**src/rtl/flash_packet_rx.sv**
```systemverilog
// Flash image packet receiver: parses UDP payload headers and streams
// program-packet data into the flash Rx FIFO, one page per packet.
module flash_packet_rx #(
   parameter int BLOCK_BYTES = 256,
   parameter int FIFO_LIMIT  = 767
) (
   input  logic        clock,
   input  logic        reset_n,
   input  logic [7:0]  rx_data,
   input  logic        rx_valid,
   input  logic        rx_sop,
   input  logic [9:0]  fifo_wrused,
   output logic        fifo_wrreq,
   output logic [7:0]  fifo_data,
   output logic        erase,
   input  logic        erase_ACK,
   output logic [13:0] num_blocks,
   output logic        prog_active,
   output logic [13:0] blocks_rx,
   output logic        pkt_error
);

   localparam int CW = $clog2(BLOCK_BYTES + 1);
   localparam logic [CW-1:0] LAST = CW'(BLOCK_BYTES - 1);
   localparam logic [9:0] LIMIT = FIFO_LIMIT[9:0];

   typedef enum logic [2:0] {
      IDLE, HDR, CNT, CHECK, DATA, ERASE_WAIT, DISCARD
   } state_t;

   state_t state, nxt;

   logic [1:0]    idx;
   logic [31:0]   cnt;
   logic [CW-1:0] dcnt;

   logic sop, start;
   logic do_wr, do_erase, do_latch, do_err, do_blk, ack_done;

   assign sop   = rx_valid & rx_sop;
   assign start = sop & (rx_data == 8'hEF);

   always_ff @(posedge clock or negedge reset_n) begin
      if (!reset_n) state <= IDLE;
      else          state <= nxt;
   end

   always_comb begin
      nxt      = state;
      do_wr    = 1'b0;
      do_erase = 1'b0;
      do_latch = 1'b0;
      do_err   = 1'b0;
      do_blk   = 1'b0;
      ack_done = 1'b0;
      unique case (state)
         IDLE: begin
            if (start) nxt = HDR;
         end
         HDR: begin
            if (sop) begin
               nxt = start ? HDR : IDLE;
            end else if (rx_valid) begin
               unique case (idx)
                  2'd1: if (rx_data != 8'hFE) nxt = DISCARD;
                  2'd2: if (rx_data != 8'h03) nxt = DISCARD;
                  2'd3: begin
                     if (rx_data == 8'h01) begin
                        nxt = CNT;
                     end else if (rx_data == 8'h02) begin
                        nxt      = ERASE_WAIT;
                        do_erase = 1'b1;
                     end else begin
                        nxt = DISCARD;
                     end
                  end
                  default: nxt = DISCARD;
               endcase
            end
         end
         CNT: begin
            if (sop) nxt = start ? HDR : IDLE;
            else if (rx_valid && idx == 2'd3) nxt = CHECK;
         end
         CHECK: begin
            // A fresh image validates and adopts its own count here
            if (sop) begin
               nxt = start ? HDR : IDLE;
            end else if (!prog_active && (cnt == 32'd0 || cnt > 32'd16383)) begin
               do_err = 1'b1;
               nxt    = DISCARD;
            end else if (prog_active && cnt != {18'd0, num_blocks}) begin
               do_err = 1'b1;
               nxt    = DISCARD;
            end else begin
               do_latch = !prog_active;
               if (blocks_rx == cnt[13:0]) begin
                  nxt = DISCARD;
               end else if (fifo_wrused > LIMIT) begin
                  do_err = 1'b1;
                  nxt    = DISCARD;
               end else begin
                  nxt = DATA;
               end
            end
         end
         DATA: begin
            if (sop) begin
               do_err = 1'b1;
               nxt    = start ? HDR : IDLE;
            end else if (rx_valid) begin
               do_wr = 1'b1;
               if (dcnt == LAST) begin
                  do_blk = 1'b1;
                  nxt    = DISCARD;
               end
            end
         end
         ERASE_WAIT: begin
            if (erase_ACK) begin
               ack_done = 1'b1;
               nxt      = DISCARD;
            end
         end
         DISCARD: begin
            if (sop) nxt = start ? HDR : IDLE;
         end
         default: nxt = IDLE;
      endcase
   end

   always_ff @(posedge clock or negedge reset_n) begin
      if (!reset_n) begin
         idx  <= 2'd0;
         cnt  <= 32'd0;
         dcnt <= '0;
      end else begin
         if (sop) idx <= 2'd1;
         else if (rx_valid) idx <= idx + 2'd1;
         if (state == CNT && rx_valid && !rx_sop)
            cnt <= {cnt[23:0], rx_data};
         if (state != DATA) dcnt <= '0;
         else if (do_wr) dcnt <= dcnt + 1'b1;
      end
   end

   always_ff @(posedge clock or negedge reset_n) begin
      if (!reset_n) begin
         fifo_wrreq  <= 1'b0;
         fifo_data   <= 8'd0;
         erase       <= 1'b0;
         num_blocks  <= 14'd0;
         prog_active <= 1'b0;
         blocks_rx   <= 14'd0;
         pkt_error   <= 1'b0;
      end else begin
         fifo_wrreq <= do_wr;
         if (do_wr) fifo_data <= rx_data;
         if (do_erase) begin
            erase       <= 1'b1;
            prog_active <= 1'b0;
            blocks_rx   <= 14'd0;
            pkt_error   <= 1'b0;
         end else if (ack_done) begin
            erase <= 1'b0;
         end
         if (do_err) pkt_error <= 1'b1;
         if (do_latch) begin
            num_blocks  <= cnt[13:0];
            prog_active <= (blocks_rx != cnt[13:0]);
         end
         if (do_blk && blocks_rx != num_blocks) begin
            blocks_rx <= blocks_rx + 14'd1;
            if (blocks_rx + 14'd1 == num_blocks) prog_active <= 1'b0;
         end
      end
   end

endmodule

```
**config.mk**
```make
export PLATFORM = sky130hd
export DESIGN_NAME = flash_packet_rx
export DESIGN_NICKNAME = d
export VERILOG_FILES = /design/src/rtl/flash_packet_rx.sv
export SDC_FILE = /design/constraint.sdc
export NUM_CORES = 1
export LEC_CHECK = 0
export ABC_AREA = 1
export CORE_ASPECT_RATIO = 1.5
export CORE_MARGIN = 1
export CORE_UTILIZATION = 52
export DETAILED_ROUTE_END_ITERATION = 6
export GPL_TIMING_DRIVEN = 0
export PLACE_DENSITY = 0.75
export SYNTH_ARGS = -nofsm -noshare
export SYNTH_HDL_FRONTEND = slang
export SYNTH_SLANG_ARGS = --single-unit
```
**constraint.sdc**
```tcl
create_clock -name clock -period 3.67 [get_ports clock]
set_input_delay 0.734 -clock clock [delete_from_list [all_inputs] [get_ports clock]]
set_output_delay 0.734 -clock clock [all_outputs]
set_load 0.03 [all_outputs]
```
Word-level counts from Yosys, hierarchy flattened
Cells that the tools add are included.

storage, ports and cells
  output and inout port bits = 40
  bits of input ports = 23
  word-level logic and storage cells = 127
  flip-flop bits (word level) = 86

cells by class
  magnitude comparators = 2
  multiplexer cells = 62
  equal/unequal tests = 30
  add/sub/neg operators = 3
  bitwise logic cells = 2
  reduce and logical (&&, ||, !) cells = 17

operators with widths
  cell                                                                                number
  3-bit 2-to-1 mux                                                                    14
  1-bit 2-to-1 mux                                                                    34
  32-bit by 14-bit greater-than comparator with 1-bit output (second input constant)  1
  32-bit zero test                                                                    1
  32-bit by 14-bit != test with 1-bit output                                          1
  14-bit == test                                                                      2
  14-bit 2-to-1 mux                                                                   2
  14-bit != test                                                                      2
  3-bit one-hot mux with 7 select lines                                               1
  9-bit 2-to-1 mux                                                                    2
  3-bit != test (second input constant)                                               5
  14-bit by 1-bit adder with 14-bit output (second input constant)                    1
  2-bit 2-to-1 mux                                                                    7
  10-bit greater-than comparator (second input constant)                              1
  2-bit nonzero test                                                                  5
  9-bit by 1-bit adder with 9-bit output (second input constant)                      1
  3-bit == test (second input constant)                                               3
  9-bit by 8-bit == test with 1-bit output (second input constant)                    1
  3-bit one-hot mux with 3 select lines                                               1
  9-bit AND reduction                                                                 1
  8-bit by 1-bit == test with 1-bit output (second input constant)                    1
  8-bit by 2-bit == test with 1-bit output (second input constant)                    1
  8-bit == test (second input constant)                                               1
  4-bit != test (second input constant)                                               2
  other kinds (14)                                                                    25

Logic depth before layout (Yosys ltp)
Gate-level depths: netlist of run 1.

  depth in word-level cells = 11
  gate-level depth with buffers = 15
  gate-level depth less buffers = 14

Least setup slack after synthesis of run 1
No wires, ideal clock.

  path type = reg-to-reg
  start = register dcnt[0]
  end = register blocks_rx[11]
  clock period less this slack = 1905 ps
  arrival time = 1783 ps
  setup time = 122 ps
  path buffers = 2
  path slack = 1765 ps
  required time = 3548 ps
  cell stages (with the launch flop) = 16
  path through = dfrtp_1 ha_1 nand2_1 nor2_1 inv_1 nor2_1 nand2_1 nor3_1 ha_1 inv_1 nor2_2 o21ai_2 buf_6 buf_8 nand3_2 o21ai_2

on the way
  longest elaborated chain between the ends = 7
  elaborated cells between the ends (all ways) = 8
  classes of those cells = 1 x eq/ne; 5 x mux; 2 x reduce/logical

RTL lines
  item                                                            line  source
  from (decl)                                                     35    logic [CW-1:0] dcnt;
  from (signal assigned)                                          143   else if (do_wr) dcnt <= dcnt + 1'b1;
  9-bit by 8-bit == test with 1-bit output (*)                    113   if (dcnt == LAST) begin
  1-bit 2-to-1 mux (*)                                            113
  1-bit 2-to-1 mux (*)                                            111   end else if (rx_valid) begin
  1-bit 2-to-1 mux (*)                                            108   if (sop) begin
  1-bit 2-to-1 mux (*)                                            56    unique case (state)
  1-bit logical AND (*)                                           172   if (do_blk && blocks_rx != num_blocks) begin
  14-bit 2-to-1 mux / 2-bit nonzero test (equally long branches)  n/a
  to (signal assigned)                                            173   blocks_rx <= blocks_rx + 14'd1;
  to (decl)                                                       19    output logic [13:0] blocks_rx,

Mark *: on every way between the ends. The rest lies on a longest branch, timed or not.
A chain may end at the register's enable or synchronous reset.

Worst setup path in the final report of run 1
  start = input port rx_valid
  end = register blocks_rx[9]

on the way
  longest elaborated chain between the ends = 5
  elaborated cells between the ends (all ways) = 10
  classes of those cells = 7 x mux; 1 x bitwise; 2 x reduce/logical

RTL lines
  item                                                            line     source
  from (decl)                                                     10       input logic rx_valid,
  1-bit 2-to-1 mux / 1-bit AND (equally long branches)            111, 40
  1-bit 2-to-1 mux                                                108
  1-bit 2-to-1 mux                                                56
  1-bit logical AND                                               172
  14-bit 2-to-1 mux / 2-bit nonzero test (equally long branches)  n/a

Parallel ways exist; a longest one is shown, timed or not.

==> results of run 1 <==
[final cells by class]
| type | instances | area [um2] | share of cell area |
|---|---|---|---|
| Multi-Input combinational cell | 492 | 2560 | 0.415 |
| Sequential cell | 86 | 2150 | 0.348 |
| Timing Repair Buffer | 55 | 566 | 0.0916 |
| Inverter | 85 | 319 | 0.0517 |
| Clock buffer | 11 | 243 | 0.0393 |
| Tap cell | 115 | 144 | 0.0233 |
| Buffer | 22 | 125 | 0.0203 |
| Clock inverter | 5 | 67.6 | 0.0109 |
[state kept, by name, summed over array words and instances, names as in the netlist]
register and cells:
num_blocks 14, state 3, cnt 32, fifo_data 8, blocks_rx 14, idx 2
dcnt 9, erase 1, prog_active 1, fifo_wrreq 1, pkt_error 1
[stage by stage]
step	cells	setup WS, ns	setup TNS (ns)	area (um2)
global placement	854	-1.22	-104.76	5840
finish	871	1.24	0	6180
floorplan	685	1.76	0	5160
detailed placement	855	0.868	0	5870
global route	871	1.04	0	6180
CTS	871	1.24	0	6180
[routing by layer]
metal  vias to the layer above  global-route usage  share of wire
li1                       2303                   -              -
met1                      2188               0.308           0.39
met2                       150               0.513           0.52
met3                        34              0.0437          0.046
met4                         0               0.147          0.040
met5                         -                   0              0
[power breakdown]
part           switching [mW]  internal (mW)
logic                   0.867          0.508
registers               0.225           1.18
clock network           0.394          0.555
total                    1.49           2.24
[cells in the mapped netlist (7+ instances only)]
cell type / n / area share
nand4_1: 9 / 0.011
inv_1: 78 / 0.057
inv_2: 7 / 0.0051
a21oi_1: 9 / 0.0087
buf_2: 13 / 0.013
o21ai_0: 56 / 0.054
nand3_1: 32 / 0.031
o21ai_1: 11 / 0.011
o21ai_2: 11 / 0.019
dfrtp_1: 86 / 0.42
nand3_2: 10 / 0.019
nand2_1: 202 / 0.15
xor2_1: 22 / 0.037
nor2_1: 69 / 0.050
nor3_1: 12 / 0.012
[worst max-delay path, cell delays in order]
cell and delay, ns:
clkdlybuf4s50_1 0.66, nand2_1 0.26, inv_2 0.19, nand4_2 0.29, buf_2 0.34, nand3_1 0.13, o31ai_1 0.07
[logic make-up after synthesis]
kind of cell	synth area share
DFF	0.417
buffers and inverters	0.0861
AOI/OAI and AO/OA	0.105
muxes	0.0131
and+or+nand+nor	0.305
adders and majority gates	0.0146
xor gates and xnor gates	0.0582
[how the worst max path moves through the flow]
stage	end	slack (ns)	cells past startpoint
final	blocks_rx[9]	1.24	7
after global routing	state[2]	1.04	14
after floorplan	blocks_rx[9]	1.76	7
after global placement	dcnt[1]	-1.22	1
after detailed placement	blocks_rx[9]	0.87	7
after CTS	blocks_rx[9]	1.24	7
==> summary.txt, run 1 <==
Worst setup path
  – Worst EP required: approximately 3.9 ns
  – Worst r2r src: dcnt[0]
  – Crit path from: rx_valid
  – Critical Path End Type: flip-flop
  – Critical path fanouts, max: 10
  – Flop-to-flop setup slack: 1.43 ns
  – CP Launch Type: input pin
  – Critical Path AT: 2.67 ns
  – Worst r2r path cells: 15
  – R2r endpoint: blocks_rx[5]
  – Crit Path Class: in -> reg

Routing
  – DR WL/cell: 15.7 um
  – Final ANT Viol Nets: 0
  – Post-Route WL: 13,700 um
  – Vias: 4,675
  – DRC viols: 0
  – First-pass DRT Iterations: 5
  – Via/cell ratio: between 5 and 6
  – 1st-iter DRT viols: 310

Clocking
  – CTS max path bufs: 2
  – H-tree Lvls: 3
  – CTS clk-pin slew, worst paths: 0.07 ns
  – CTS tree: built
  – Skew-Pair Late Insertion Delay: ~0.35 ns
  – Root Driver: clkbuf_16
  – Post-CTS Setup Bufs: 0
  – Clock Sinks: 86
  – Clock buffer count from CTS: 9
  – Post-cts gate resize count: 0
  – CTS Hold Buffers Added: 0

Timing
  – RSZ-0062 raised after global routing: no
  – Clock skew: roughly 0.015 ns
  – Final setup viols: 0
  – Worst hold slack: 0.310 ns
  – Ratio of final minimum period to clock period: 0.663
  – Fmax: slightly above 400 MHz
  – Slew Limit Fails: 0
  – Slew headroom: 0.700
  – Least-Margin Pin Slew: 0.447 ns
  – Fin. Hold Viols: 0
  – Final min period: 2.43 ns

Yosys
  – Post-synthesis instance area: around 0.0052 mm2
  – Synth Flop Type: dfrtp_1
  – EDFF count, synth: 0
  – Post-synth ARST share: 1.00
  – Synth unique cells: 43
  – YS warnings: 0
  – Synthesized net count: approximately 710
  – Yosys reg bits: 86
  – Post-synthesis sequential area ratio: 0.417
  – Cells after Synth: 685
  – Avg Cell Area, Syn: 7.53 um2

Run
  – Max cap viols: 0

GRT
  – First-pass GRT wire length: 22,100 um
  – Vias in the first global route: 4,619
  – GRT Util Overall: 0.278
  – Antenna violations before repair: 0
  – Largest net degree at the start of global routing: 60
  – Grt total ovfl: 0

Die
  – Top Ports: 63
  – Placeable Area: 0.00963 mm2
  – Die Ht: 124 um
  – Die width: 83.3 um
  – Rows: 44
  – Initial Utilization: 0.535
  – Die footprint: 0.0103 mm2

Placed design
  – HPWL after DPL: 10,400 um
  – Placer Congestion: 0.929
  – Port-buffer cells: 54

Final layout
  – Number of diodes: 0
  – Post-Route Utilization: 0.641
  – Commonest non-fill, non-tap cell in the layout: nand2_1
  – Layout fillers: about 840
  – Synthesis-to-layout area growth: 19.8%
  – Final nets: 780
  – Most frequent cells in the layout: nand2_1, dfrtp_1, inv_1, nor2_1, o21ai_0
  – Proportion of layout cells with a drive suffix above 1: 0.114

Status
  – Outcome: complete, no violations

Min path
  – HP Class: in -> async

Pwr
  – P_leak: 3.01 nW
  – Max VDD drop: 0.376 mV
  – P per Cell Area: 604 mW/mm2
  – Final total power: 3.73 mW
Note: power is estimated with default switching activity, not from simulation.
==> run 2, diff against run 1 <==
clock period = 2.29 ns   (was 3.67 ns; I/O delays follow)
==> summary.txt, run 2 (synthesis gave the netlist of run 1 again) <==
Status
  – Outcome: complete, no violations (unchanged)

Final layout
  – Commonest non-fill, non-tap cell in the layout: nand2_1 (unchanged)
  – Largest registers: cnt x32, blocks_rx x14, num_blocks x14 (unchanged)
  – Max reg flops: 32 (unchanged)
  – Proportion of layout cells with a drive suffix above 1: 0.144 (was 0.114)
  – Number of diodes: 0 (unchanged)
  – Final nets: 787 (was 780)
  – Top reg by flops: cnt (unchanged)
  – Synthesis-to-layout area growth: 23.0% (was 19.8%)
  – Most frequent cells in the layout: nand2_1, dfrtp_1, inv_1, nor2_1, o21ai_0 (unchanged)

Placed design
  – HPWL after DPL: 10,400 um (unchanged)
  – Placer Congestion: 0.929 (unchanged)
  – Worst slack, placed: -0.236 ns (was 0.868 ns)
  – Port-buffer cells: 54 (unchanged)

Pwr
  – Max VDD drop: 0.605 mV (was 0.376 mV)
  – P per Cell Area: 951 mW/mm2 (was 604 mW/mm2)
  – Sw power: 2.41 mW (was 1.49 mW)
  – Sw Ratio: 0.400 (was 0.399)
  – Combinational power share: 0.375 (was 0.369)
  – Reg power frac: 0.374 (was 0.377)
  – Int Pwr: 3.62 mW (was 2.24 mW)
  – Clk pwr share: 0.252 (was 0.254)
  – P_leak: 3.06 nW (was 3.01 nW)
  – Final total power: 6.03 mW (was 3.73 mW)

Worst setup path
  – Critical Path AT: 2.45 ns (was 2.67 ns)
  – CP Launch Type: flip-flop (was input pin)
  – Crit path from: blocks_rx[1] (was rx_valid)
  – Worst r2r path cells: 12 (was 15)
  – Crit Path Class: reg -> reg (was in -> reg)
  – Worst EP required: 2.53 ns (was 3.91 ns)
  – Critical path fanouts, max: 7 (was 10)
  – Worst r2r src: blocks_rx[1] (was dcnt[0])
  – Flop-to-flop setup slack: 0.07 ns (was 1.43 ns)
  – R2r endpoint: prog_active (was blocks_rx[5])
  – Critical Path End Type: flip-flop (unchanged)

Min path
  – HP Class: in -> async (unchanged)

Routing
  – DRC viols: 0 (unchanged)
  – 1st-iter DRT viols: 273 (was 310)
  – Via/cell ratio: 5.40 (was 5.37)
  – Final ANT Viol Nets: 0 (unchanged)
  – Vias: 4,741 (was 4,675)
  – Post-Route WL: 14,000 um (was 13,700 um)
  – DR WL/cell: 15.9 um (was 15.7 um)
  – First-pass DRT Iterations: 6 (was 5)

Die
  – Placeable Area: 0.00963 mm2 (unchanged)
  – Rows: 44 (unchanged)
  – Die Ht: 124 um (unchanged)
  – Die footprint: 0.0103 mm2 (unchanged)
  – Initial Utilization: 0.535 (unchanged)
  – Top Ports: 63 (unchanged)
  – Die width: 83.3 um (unchanged)

GRT
  – Grt total ovfl: 0 (unchanged)
  – First-pass GRT wire length: 22,100 um (unchanged)
  – Largest net degree at the start of global routing: 60 (unchanged)
  – GRT Util Overall: 0.278 (unchanged)
  – Vias in the first global route: 4,619 (unchanged)
  – Antenna violations before repair: 0 (unchanged)

Clocking
  – Clock buffer count from CTS: 9 (unchanged)
  – CTS Hold Buffers Added: 0 (unchanged)
  – Root Driver: clkbuf_16 (unchanged)
  – CTS clk-pin slew, worst paths: 0.07 ns (about the same)
  – Skew-Pair Late Insertion Delay: 0.35 ns (about the same)
  – CTS tree: built (unchanged)
  – CTS max path bufs: 2 (unchanged)
  – Clock Sinks: 86 (unchanged)
  – H-tree Lvls: 3 (unchanged)

Run
  – Max cap viols: 0 (unchanged)

Timing
  – RSZ-0062 raised after global routing: yes (was no)
  – Worst setup margin: 0.0738 ns (was 1.24 ns)
  – Fmax: 451 MHz
  – Clock skew: 0.0125 ns (was 0.0146 ns)
  – Fin. Hold Viols: 0 (unchanged)
  – Final setup viols: 0 (unchanged)
  – Least-Margin Pin Slew: 0.566 ns (was 0.447 ns)
  – Final min period: 2.22 ns
  – Ratio of final minimum period to clock period: 0.968
  – Slew Limit Fails: 0 (unchanged)
  – Slew headroom: 0.620 (was 0.700)
-- run 2: cell types whose count changed in the layout (fill, tap and decap cells not counted), sizes merged --
cell    delta
buf        +6
clkbuf     +1
-- run 2: worst max-delay path, cell delays in order (launching register included) --
cell and delay [ns]:
dfrtp_1 0.48, ha_1 0.29, nand2_1 0.14, nor3_2 0.31, nand3_1 0.17, nand2_1 0.10, nand2_1 0.05, inv_1 0.05
nand2_1 0.04, nor2_1 0.24, nand2_1 0.12, nand3_2 0.08, nand2_1 0.05
-- run 2: area by class of cell --
cell class | instances | area (um2)
plain buffers | 22 | 130
inverters | 85 | 324
flip-flops and latches | 86 | 2150
clock buffers | 11 | 243
repair buffers | 62 | 647
well taps | 115 | 144
multi-input cells | 492 | 2640
clock inverters | 5 | 67.6
fillers | 823 | 3290
-- run 2: how the worst max path moves through the flow --
stage | end | slack [ns] | cells past startpoint
floorplan | blocks_rx[11] | 0.39 | 15
global placement | dcnt[0] | -2.33 | 1
detailed placement | blocks_rx[9] | -0.24 | 7
CTS | blocks_rx[5] | 0.03 | 15
global route | state[0] | -0.12 | 14
finish | prog_active | 0.07 | 12
-- run 2: timing repair --
action                     4_1_cts  5_1_grt
gates resized for setup          0       30
setup endpoints to repair        0       18
buffers inserted                 0        6
-- run 2: routing by layer --
layer	wire, um	track usage	up-vias	part of all wire
li1	-	-	2314	-
met1	5420	0.308	2233	0.39
met2	7320	0.513	151	0.52
met3	570	0.0437	43	0.041
met4	667	0.147	0	0.048
met5	0	0	-	0
-- run 2: stage by stage --
stage / area [um2] / instances / TNS (ns) / util / hold WS (ns)
4_1_cts: 6180 / 871 / 0 / 0.641 / 0.0440
3_3_place_gp: 5840 / 854 / -203.45 / 0.606 / 0.470
2_1_floorplan: 5160 / 685 / 0 / - / 0.162
5_1_grt: 6340 / 878 / -1.57 / 0.658 / 0.0613
6_report: 6340 / 878 / 0 / 0.658 / 0.0335
3_5_place_dp: 5870 / 855 / -4.75 / 0.609 / 0.419
-- run 2: power by group through the flow --
stage	Clock [mW]	Combinational (mW)	Sequential [mW]
finish	1.52	2.26	2.25
CTS	1.54	2.21	2.24
global route	1.61	2.50	2.30
floorplan	0	1.29	2.38
global placement	0	2.15	2.25
detailed placement	0	2.18	2.27
==> run 3, diff against run 2 <==
CTS_CLUSTER_SIZE = 25   (was unset)
clock period = 2.5 ns   (was 2.29 ns; I/O delays follow)
==> summary.txt, run 3 (synthesis gave the netlist of run 1 again) <==
Status
  – Outcome: complete, no violations (unchanged)

Timing
  – Clock skew: 0.0147 ns (was 0.0125 ns)
  – Final setup TNS: 0 ns (unchanged)
  – Worst setup margin: 0.267 ns (was 0.0738 ns)
  – Fmax: 448 MHz (was 451 MHz)
  – Slew Limit Fails: 0 (unchanged)
  – Final setup viols: 0 (unchanged)
  – Slew headroom: 0.707 (was 0.620)
  – Least-Margin Pin Slew: 0.436 ns (was 0.566 ns)
  – Final min period: 2.23 ns (was 2.22 ns)
  – Ratio of final minimum period to clock period: 0.893 (was 0.968)
  – Fin. Hold Viols: 0 (unchanged)

Die
  – Die footprint: 0.0103 mm2 (unchanged)
  – Rows: 44 (unchanged)
  – Top Ports: 63 (unchanged)
  – Initial Utilization: 0.535 (unchanged)
  – Die width: 83.3 um (unchanged)
  – Placeable Area: 0.00963 mm2 (unchanged)
  – Die Ht: 124 um (unchanged)

Worst setup path
  – Critical Path End Type: flip-flop (unchanged)
  – Crit Path Class: reg -> reg (unchanged)
  – Critical path fanouts, max: 4 (was 7)
  – Worst r2r path cells: 14 (was 12)
  – R2r endpoint: state[0] (was prog_active)
  – Flop-to-flop setup slack: 0.27 ns (was 0.07 ns)
  – Critical Path AT: 2.51 ns (was 2.45 ns)
  – Worst r2r src: dcnt[0] (was blocks_rx[1])
  – CP Launch Type: flip-flop (unchanged)
  – Worst EP required: 2.78 ns (was 2.53 ns)

Routing
  – Vias: 4,710 (was 4,741)
  – Post-Route WL: 13,800 um (was 14,000 um)
  – DR WL/cell: 15.8 um (was 15.9 um)
  – 1st-iter DRT viols: 283 (was 273)
  – Via/cell ratio: 5.41 (was 5.40)
  – First-pass DRT Iterations: 6 (unchanged)
  – DRC viols: 0 (unchanged)
  – Final ANT Viol Nets: 0 (unchanged)

Final layout
  – Finished Cell Area: 0.00619 mm2 (was 0.00634 mm2)
  – Layout fillers: 836 (was 823)
  – Seq. cell area: 0.00215 mm2 (unchanged)
  – Proportion of layout cells with a drive suffix above 1: 0.119 (was 0.144)
  – Commonest non-fill, non-tap cell in the layout: nand2_1 (unchanged)
  – Largest registers: cnt x32, blocks_rx x14, num_blocks x14 (unchanged)
  – Top reg by flops: cnt (unchanged)
  – Max reg flops: 32 (unchanged)
  – Multi-input logic area: 0.00257 mm2 (was 0.00264 mm2)
  – Final nets: 780 (was 787)
  – Post-Route Utilization: 0.643 (was 0.658)
  – Number of diodes: 0 (unchanged)
  – Synthesis-to-layout area growth: 20.1% (was 23.0%)
  – Most frequent cells in the layout: nand2_1, dfrtp_1, inv_1, nor2_1, o21ai_0 (unchanged)

GRT
  – Largest net degree at the start of global routing: 60 (unchanged)
  – GRT Util Overall: 0.278 (unchanged)
  – Vias in the first global route: 4,619 (unchanged)
  – First-pass GRT wire length: 22,100 um (unchanged)
  – Grt total ovfl: 0 (unchanged)
  – Antenna violations before repair: 0 (unchanged)

Pwr
  – P_leak: 3.01 nW (was 3.06 nW)
  – Max VDD drop: 0.550 mV (was 0.605 mV)
  – P per Cell Area: 887 mW/mm2 (was 951 mW/mm2)

Placed design
  – Area post-placement: 0.00587 mm2 (unchanged)
  – Port-buffer cells: 54 (unchanged)
  – HPWL after DPL: 10,400 um (unchanged)
  – Worst slack, placed: -0.0684 ns (was -0.236 ns)
  – Placer Congestion: 0.929 (unchanged)

Clocking
  – CTS tree: built (unchanged)
  – CTS max path bufs: 2 (unchanged)
  – Clock buffer count from CTS: 9 (unchanged)
  – Clock Sinks: 86 (unchanged)
  – H-tree Lvls: 3 (unchanged)
  – Post-CTS Setup Bufs: 0 (unchanged)
  – CTS clk-pin slew, worst paths: 0.07 ns (about the same)
  – Root Driver: clkbuf_16 (unchanged)
  – Skew-Pair Late Insertion Delay: 0.35 ns (about the same)

Run
  – Max cap viols: 0 (unchanged)

Min path
  – HP Class: in -> async (unchanged)
run 3: worst max path at each step:
| stage | startpoint | slack, ns | endpoint | cells past startpoint |
|---|---|---|---|---|
| detailed placement | rx_valid | -0.07 | blocks_rx[9] | 7 |
| global route | dcnt[0] | -0.11 | state[0] | 14 |
| floorplan | dcnt[0] | 0.60 | blocks_rx[11] | 15 |
| finish | dcnt[0] | 0.27 | state[0] | 14 |
| global placement | reset_n | -2.16 | dcnt[0] | 1 |
| CTS | dcnt[0] | 0.24 | blocks_rx[5] | 15 |
run 3: stage by stage:
stage          hold WS, ns  power, mW  instances
4_1_cts             0.0860       5.49        871
6_report            0.0736       5.49        871
3_3_place_gp         0.470       4.03        854
5_1_grt              0.103       5.84        871
3_5_place_dp         0.461       4.07        855
2_1_floorplan        0.204       3.36        685
run 3: layout make-up:
| type | instances | share of cell area |
|---|---|---|
| inverters | 85 | 0.0515 |
| flip-flops and latches | 86 | 0.348 |
| repair buffers | 55 | 0.0913 |
| plain buffers | 22 | 0.0202 |
| multi-input cells | 492 | 0.416 |
| clock buffers | 11 | 0.0392 |
| clock inverters | 5 | 0.0109 |
| well taps | 115 | 0.0232 |
run 3: timing repair:
item / in CTS / in global routing
gates resized for setup: 0 / 4
setup endpoints to repair: 0 / 11
hold buffers: 0 / 0
run 3: worst max-delay path: stages, from the launching register on:
cell and delay, ns:
dfrtp_1 0.39, ha_1 0.19, nand2_1 0.11, nor2_2 0.11, inv_1 0.04, nor2_1 0.13, nand2_1 0.12, nor3_2 0.13
ha_1 0.16, inv_1 0.07, a21oi_1 0.24, nand3_2 0.15, nor2_2 0.18, nand2_1 0.07, nand2_1 0.07
run 3: metal layers:
| layer | global-route usage | part of all wire | wire length, um |
|---|---|---|---|
| met1 | 0.308 | 0.40 | 5490 |
| met3 | 0.0437 | 0.038 | 521 |
| met2 | 0.513 | 0.52 | 7150 |
| met5 | 0 | 0 | 0 |
| met4 | 0.147 | 0.043 | 597 |
run 3: power by group:
| part | total (mW) | switching, mW | internal (mW) |
|---|---|---|---|
| clock | 1.39 | 0.579 | 0.814 |
| sequential | 2.06 | 0.329 | 1.73 |
| combinational | 2.04 | 1.28 | 0.755 |
| total | 5.49 | 2.19 | 3.30 |
